$ cat src/rtl/slon_rx.sv
// slon_rx: receive end of the slon source link. Oversamples the strobe
// clock, locks onto the incrementing data pattern, buffers words in a FIFO.
//   clk, rst          local clock, async active-high reset
//   in_clk, din       source strobe clock and data (async to clk)
//   m_data/m_valid/m_ready  FIFO head, valid/ready handshake
//   locked, clk_lost, err_cnt, overflow  link status
module slon_rx #(
  parameter int DIN_WIDTH     = 8,
  parameter int FIFO_DEPTH    = 16,
  parameter int LOCK_COUNT    = 4,
  parameter int LOSS_COUNT    = 3,
  parameter int TIMEOUT       = 64,
  parameter int ERR_CNT_WIDTH = 16
) (
  input  logic                     clk,
  input  logic                     rst,
  input  logic                     in_clk,
  input  logic [DIN_WIDTH-1:0]     din,
  output logic [DIN_WIDTH-1:0]     m_data,
  output logic                     m_valid,
  input  logic                     m_ready,
  output logic                     locked,
  output logic                     clk_lost,
  output logic [ERR_CNT_WIDTH-1:0] err_cnt,
  output logic                     overflow
);

  localparam int AW  = $clog2(FIFO_DEPTH);
  localparam int WDW = $clog2(TIMEOUT + 1);
  localparam int MCW = $clog2(LOCK_COUNT + 1);
  localparam int LCW = $clog2(LOSS_COUNT + 1);

  localparam logic [WDW-1:0] WD_MAX  = WDW'(TIMEOUT);
  localparam logic [WDW-1:0] WD_PRE  = WDW'(TIMEOUT - 1);
  localparam logic [MCW-1:0] MC_LAST = MCW'(LOCK_COUNT - 1);
  localparam logic [LCW-1:0] LC_LAST = LCW'(LOSS_COUNT - 1);
  localparam logic [AW:0]    FULL    = (AW + 1)'(FIFO_DEPTH);

  typedef enum logic {
    HUNT,
    LOCKED
  } state_t;

  // sync_q[1:0] is the 2-flop synchronizer, sync_q[2] the edge register
  logic [2:0]           sync_q;
  logic                 sample_stb;
  logic                 in_edge;
  logic [DIN_WIDTH-1:0] rx_word_q;
  logic                 chk_q;
  logic [WDW-1:0]       wd_q;
  logic                 clk_lost_q;

  assign sample_stb = sync_q[2] & ~sync_q[1];
  assign in_edge    = sync_q[2] ^ sync_q[1];

  always_ff @(posedge clk or posedge rst) begin
    if (rst) begin
      sync_q    <= '0;
      rx_word_q <= '0;
      chk_q     <= 1'b0;
    end else begin
      sync_q <= {sync_q[1:0], in_clk};
      chk_q  <= sample_stb;
      if (sample_stb) begin
        rx_word_q <= din;
      end
    end
  end

  always_ff @(posedge clk or posedge rst) begin
    if (rst) begin
      wd_q       <= '0;
      clk_lost_q <= 1'b0;
    end else if (in_edge) begin
      wd_q       <= '0;
      clk_lost_q <= 1'b0;
    end else if (wd_q != WD_MAX) begin
      wd_q <= wd_q + 1'b1;
      if (wd_q == WD_PRE) begin
        clk_lost_q <= 1'b1;
      end
    end
  end

  state_t                   state_q;
  logic                     locked_q;
  logic                     seeded_q;
  logic [DIN_WIDTH-1:0]     expected_q;
  logic [MCW-1:0]           match_cnt_q;
  logic [LCW-1:0]           miss_cnt_q;
  logic [ERR_CNT_WIDTH-1:0] err_cnt_q;
  logic                     match;

  // The first word after reset or loss has nothing to compare against;
  // it only seeds the expected value.
  assign match = seeded_q && (rx_word_q == expected_q);

  always_ff @(posedge clk or posedge rst) begin
    if (rst) begin
      state_q     <= HUNT;
      locked_q    <= 1'b0;
      seeded_q    <= 1'b0;
      expected_q  <= '0;
      match_cnt_q <= '0;
      miss_cnt_q  <= '0;
      err_cnt_q   <= '0;
    end else if (clk_lost_q) begin
      state_q     <= HUNT;
      locked_q    <= 1'b0;
      seeded_q    <= 1'b0;
      match_cnt_q <= '0;
    end else if (chk_q) begin
      unique case (state_q)
        HUNT: begin
          expected_q <= rx_word_q + 1'b1;
          seeded_q   <= 1'b1;
          if (!match) begin
            match_cnt_q <= '0;
          end else if (match_cnt_q == MC_LAST) begin
            state_q     <= LOCKED;
            locked_q    <= 1'b1;
            miss_cnt_q  <= '0;
            match_cnt_q <= '0;
          end else begin
            match_cnt_q <= match_cnt_q + 1'b1;
          end
        end
        LOCKED: begin
          // free-running: a lone bad word costs exactly one error
          expected_q <= expected_q + 1'b1;
          if (match) begin
            miss_cnt_q <= '0;
          end else begin
            if (err_cnt_q != '1) begin
              err_cnt_q <= err_cnt_q + 1'b1;
            end
            if (miss_cnt_q == LC_LAST) begin
              state_q     <= HUNT;
              locked_q    <= 1'b0;
              seeded_q    <= 1'b0;
              match_cnt_q <= '0;
              miss_cnt_q  <= '0;
            end else begin
              miss_cnt_q <= miss_cnt_q + 1'b1;
            end
          end
        end
        default: state_q <= HUNT;
      endcase
    end
  end

  logic [DIN_WIDTH-1:0] mem_q [FIFO_DEPTH];
  logic [AW-1:0]        wp_q;
  logic [AW-1:0]        rp_q;
  logic [AW:0]          cnt_q;
  logic                 ovf_q;
  logic                 fifo_wr;
  logic                 fifo_rd;
  logic                 fifo_full;
  logic                 wr_ok;

  assign fifo_wr   = chk_q && (state_q == LOCKED) && !clk_lost_q;
  assign fifo_rd   = (cnt_q != '0) && m_ready;
  assign fifo_full = (cnt_q == FULL);
  // a read in the same cycle frees the slot for a write into a full FIFO
  assign wr_ok     = fifo_wr && (!fifo_full || fifo_rd);

  always_ff @(posedge clk or posedge rst) begin
    if (rst) begin
      for (int i = 0; i < FIFO_DEPTH; i++) begin
        mem_q[i] <= '0;
      end
      wp_q  <= '0;
      rp_q  <= '0;
      cnt_q <= '0;
      ovf_q <= 1'b0;
    end else begin
      if (wr_ok) begin
        mem_q[wp_q] <= rx_word_q;
        wp_q        <= wp_q + 1'b1;
      end
      if (fifo_rd) begin
        rp_q <= rp_q + 1'b1;
      end
      case ({wr_ok, fifo_rd})
        2'b10:   cnt_q <= cnt_q + 1'b1;
        2'b01:   cnt_q <= cnt_q - 1'b1;
        default: cnt_q <= cnt_q;
      endcase
      if (fifo_wr && fifo_full && !fifo_rd) begin
        ovf_q <= 1'b1;
      end
    end
  end

  assign m_data   = mem_q[rp_q];
  assign m_valid  = (cnt_q != '0);
  assign locked   = locked_q;
  assign clk_lost = clk_lost_q;
  assign err_cnt  = err_cnt_q;
  assign overflow = ovf_q;

endmodule

$ cat config.mk
export PLATFORM = sky130hd
export DESIGN_NAME = slon_rx
export DESIGN_NICKNAME = d
export VERILOG_FILES = /design/src/rtl/slon_rx.sv
export SDC_FILE = /design/constraint.sdc
export NUM_CORES = 1
export LEC_CHECK = 0
export ABC_CLOCK_PERIOD_IN_PS = 6410
export BUFFER_PORTS_ARGS = -buffer_cell sky130_fd_sc_hd__buf_2
export CELL_PAD_IN_SITES_DETAIL_PLACEMENT = 0
export CELL_PAD_IN_SITES_GLOBAL_PLACEMENT = 1
export CORE_ASPECT_RATIO = 0.6
export CORE_MARGIN = 4
export CORE_UTILIZATION = 45
export DETAILED_ROUTE_END_ITERATION = 8
export GPL_ROUTABILITY_DRIVEN = 0
export GPL_TIMING_DRIVEN = 1
export HOLD_SLACK_MARGIN = 0.02
export PLACE_DENSITY_LB_ADDON = 0.08
export SLEW_MARGIN = 10
export SYNTH_ARGS = -nofsm -noshare
export SYNTH_HDL_FRONTEND = slang
export SYNTH_SLANG_ARGS = --single-unit
$ cat constraint.sdc
create_clock -name clk -period 6.41 [get_ports clk]
set_input_delay 0.9615 -clock clk [delete_from_list [all_inputs] [get_ports clk]]
set_output_delay 0.9615 -clock clk [all_outputs]
set_load 0.005 [all_outputs]
# ---- Yosys cells after proc, flatten, opt, wreduce, memory -nomap -nowiden
# Index checks and enable logic that the tools add are counted.
dict set report classes {
  n_reduce_logical 23
  n_lt_le_gt_ge 3
  n_bitwise 8
  muxes 42
  add_sub_neg 10
  eq_ne 15
}
# operator n
set ops {}
lappend ops {{128-bit bitwise mux} 1}
lappend ops {{8-bit binary-select mux with 4-bit select} 1}
lappend ops {{8-bit demux with 4-bit select} 1}
lappend ops {{8-bit two-way mux} 3}
lappend ops {{3-bit two-way mux} 6}
lappend ops {{1-bit two-way mux} 17}
lappend ops {{16-bit by 1-bit adder with 16-bit output (second input constant)} 1}
lappend ops {{8-bit by 1-bit adder with 8-bit output (second input constant)} 2}
lappend ops {{16-bit inequality test (second input constant)} 1}
lappend ops {{8-bit case mux with 2 select lines} 1}
lappend ops {{7-bit two-way mux} 2}
lappend ops {{5-bit >= comparator (second input constant)} 2}
lappend ops {{4-bit NOT with 5-bit output} 2}
lappend ops {{5-bit case mux with 2 select lines} 1}
lappend ops {{5-bit AND reduction} 2}
lappend ops {{3-bit inequality test (second input constant)} 3}
lappend ops {{4-bit by 1-bit adder with 4-bit output (second input constant)} 2}
lappend ops {{8-bit == test} 1}
lappend ops {{1-bit logical AND} 8}
lappend ops {{2-bit two-way mux} 4}
lappend ops {{2-bit nonzero test} 4}
lappend ops {{7-bit by 1-bit adder with 7-bit output (second input constant)} 1}
lappend ops {{7-bit by 6-bit == test with 1-bit output (second input constant)} 1}
lappend ops {{7-bit inequality test (second input constant)} 1}
lappend ops {{other kinds (23)} 33}
dict set report word_totals {
  input_bits 12
  ff_bits 194
  elab_cells 133
  out_inout_bits 28
}

# ---- Depth between registers and ports, before layout
dict set report logic_depth {
  depth_word 6
  mapped_depth 16
  mapped_depth_nobuf 12
}

# ---- Worst setup path before layout
# OpenSTA, ideal clock, no wires.
dict set report synth_timing {
  path_kind {register to output}
  from {register rp_q[0]}
  to {output port m_data[0]}
  arrival_time_ps 2223
  n_path_buf 2
  required_time_ps 5448
  stages_incl_launch_ff 5
  slack_ps 3225
  cell_sequence {dfrtp_1 -> clkbuf_1 -> buf_1 -> mux4_2 -> mux4_2}
}
dict set report synth_between {
  elab_chain_cells 4
}
# item line_no
set synth_rtl {}
lappend synth_rtl {{from (decl)} 155} ;# logic [AW-1:0] rp_q;
lappend synth_rtl {{from (signal assigned)} 184} ;# rp_q <= rp_q + 1'b1;
lappend synth_rtl {{4-bit NOT with 5-bit output (not written as such)} 197} ;# assign m_data = mem_q[rp_q];
lappend synth_rtl {{8-bit binary-select mux with 4-bit select} 197}
lappend synth_rtl {{8-bit two-way mux (not written as such) (2 in series)} 197}
lappend synth_rtl {{to (decl)} 19} ;# output logic [DIN_WIDTH-1:0] m_data,
# Every way passes these cells. The select of a mux whose other input is x is not followed.

# ---- Worst setup path in the final report
dict set report layout_timing {
  from {register rp_q[0]}
  to {output port m_data[2]}
}
# The elaborated chain is that of the path after synthesis.

==> run metrics <==
cells after synthesis=688; Syn Nets=714; total clock sinks=194; P per Cell Area=248 mW/mm²; Primary FF master, synth=dfrtp_1; cts repair resizes=0; die area=0.0235 mm²; final net count=732; setup TNS=0 ns; Slowest-stage cell, CP=mux4_2; vias per cell=5.71; crit start category=flop; Worst-path clk slew=0.07 ns; die width=195 µm; Peak supply drop=0.190 mV; Starting Density=46.6%; IO Pins=40; post-CTS setup buffers=0; Max Slew Vio Count=0; max-cap violations=0; layout cells sized above 1=38.7%; Post-DP Area=0.00983 mm²; DRC=0; Core Area=0.0203 mm²; FFs w/ async S/R, synth=100%; largest net degree at the start of global routing=128; Hold Vio Cnt, Final=0; # setup viols final=0; DP HPWL=14100 µm; Syn Area/Cell=13.8 µm²; DR WL met2=9340 µm; slowest stage delay, CP=0.61 ns; sequential element share of the synthesized area=51.3%; RSZ-0062 raised after global routing=false; Tmin final=3.74 ns; die height=120 µm; ant diodes=0; crit path buf inv count=2; Seq cells post-synth=194; Design Area, Final=0.0105 mm²; root buf cell=clkbuf_16; Worst slew margin=38.1%; Leak Pwr=4.92 nW; CP max FO=29; Longest Clk Path Bufs=2; Ys Warns=0; overall routing resource usage=19.5%; WL per Instance=21.9 µm; CP Class=reg2out; CTS tree=yes; Achievable Freq=0.267 GHz; ANT nets after route=0; measured slew at the worst slew-check pin=0.928 ns; cell area after synthesis=0.00946 mm²; TritonCTS Buffers=17; status=finished, final reports clean; Hold Buf Count CTS=0; Req. time, crit path=5.45 ns; initial antenna violation count=0; 1st-pass router iterations=5; Setup Skew=0.0125 ns; CP delay by family, top=multiplexers; vias in the first global route=5900; final wirelength=21700 µm; Top cell by count, worst path=mux4_2; Fillers=1750; met3 routed WL=839 µm; M1 wire length=11300 µm; CP endpoint kind=primary output; EDFF count, synth=0; Arrival @ worst endpoint=2.78 ns; number of port buffers=39; synth unique cells=54; H-tree depth=4; DR vias=5666; Worst Hold Class=reg2reg; CP Cell Sequence=buf_4, mux4_2, mux4_2, buf_2; Initial DRC Count=233; Tcrit/Tclk final=58.4%; Area growth syn-to-layout=10.6%; first-pass GRT wire length=35000 µm; row count=40; Worst-Skew Late Latency=0.44 ns; remaining global-route overflow=0; Highest Signal Layer=met4
## metrics by stage
stage	worst slack [ns]	power (mW)	hold slack (ns)	util, %	instances
global route	2.31	2.69	0.365	51.5	992
CTS	2.58	2.63	0.362	51.5	992
global placement	2.86	1.46	0.343	48.4	960
floorplan	0.165	1.42	0.331	-	688
finish	2.67	2.60	0.356	51.5	992
detailed placement	2.73	1.47	0.350	48.4	960
## cells in the mapped netlist (all sizes together) (13+ instances only)
library cell	n	share of area, %
nand3	29	2.9
nor2	14	0.56
a21oi	13	0.69
dfrtp	194	51
mux4	40	9.5
nand2	29	1.2
xnor2	28	2.6
o21ai	14	0.74
mux2	141	17
ha	14	1.9
nand4	15	1.4
inv	15	0.60
clkbuf	33	1.3
## power breakdown
group          switching [mW]  internal, mW  leakage [nW]
clock network           0.480         0.676         0.303
logic                  0.0711        0.0536          1.97
registers              0.0713          1.25          2.65
total                   0.623          1.98          4.92
## sequential cells by signal, indices dropped and copies added, names as in the netlist, 4 cells and up
| signal | count |
|---|---|
| rx_word_q | 8 |
| mem_q | 128 |
| wp_q | 4 |
| cnt_q | 5 |
| wd_q | 7 |
| err_cnt | 16 |
| expected_q | 8 |
| rp_q | 4 |
## final cells by class
type                       instances  area, µm²  area share (%)
sequential                       194       4860            46.4
multi-input combinational        434       4340            41.4
clock buffer                      20        457            4.36
tap                              273        342            3.26
timing repair buffer              44        233            2.22
clock inverter                    12        179            1.71
inverter                          15       63.8           0.610
## per-layer routing
layer / vias to the layer above / global-route usage, %
met3: 17 / 4.68
met1: 2990 / 30.4
met2: 99 / 27.5
li1: 2560 / -
met4: 0 / 4.49
met5: - / 0
## cells in the final DEF, fill, tap and decap left out, types with 4 or more instances in the layout
cell type  Yosys  routed
o21a_1         4       4
nor2_1        14      14
clkbuf_16      0      17
a21oi_1       13      13
and2_1         7       7
xnor2_1       28      28
mux4_2        40      40
mux2i_1        7       7
inv_1         15      14
mux2_2       141     141
nor2b_1        9       9
nand2b_1       6       6
buf_2          0      39
ha_1          14      14
and3_1         4       4
bufinv_16      0       4
nand2_1       29      29
o21ai_0       14      14
nor3_1         9       9
buf_4          1       5
dfrtp_1      194     193
nand3_1       17      17
xor2_1        11      11
nand4_1       11      11
nand3_4        9       9
## final timing paths
path	slack, ns	end	cells after the start	startpoint
min in group asynchronous	0.66	mem_q[117]	2	rst
worst max-delay path	2.67	m_data[2]	4	rp_q[0]
worst max register to register	2.71	cnt_q[2]	12	state_q
worst min-delay path	0.36	sync_q[1]	0	sync_q[0]
worst min register to register	0.36	sync_q[1]	0	sync_q[0]
max in group asynchronous	4.32	mem_q[21]	3	rst
## logic make-up (layout without fill, tap and decap cells)
group           after synthesis  after routing  share of synthesized area (%)
compound gates               53             53                           3.62
xor+xnor                     39             39                           3.61
fa+ha+maj                    14             14                           1.85
buf+inv                      60             91                           2.83
flops                       194            194                           51.3
mux                         188            188                           27.0
simple gates                140            140                           9.73
Note: power is estimated with default switching activity, not from simulation.
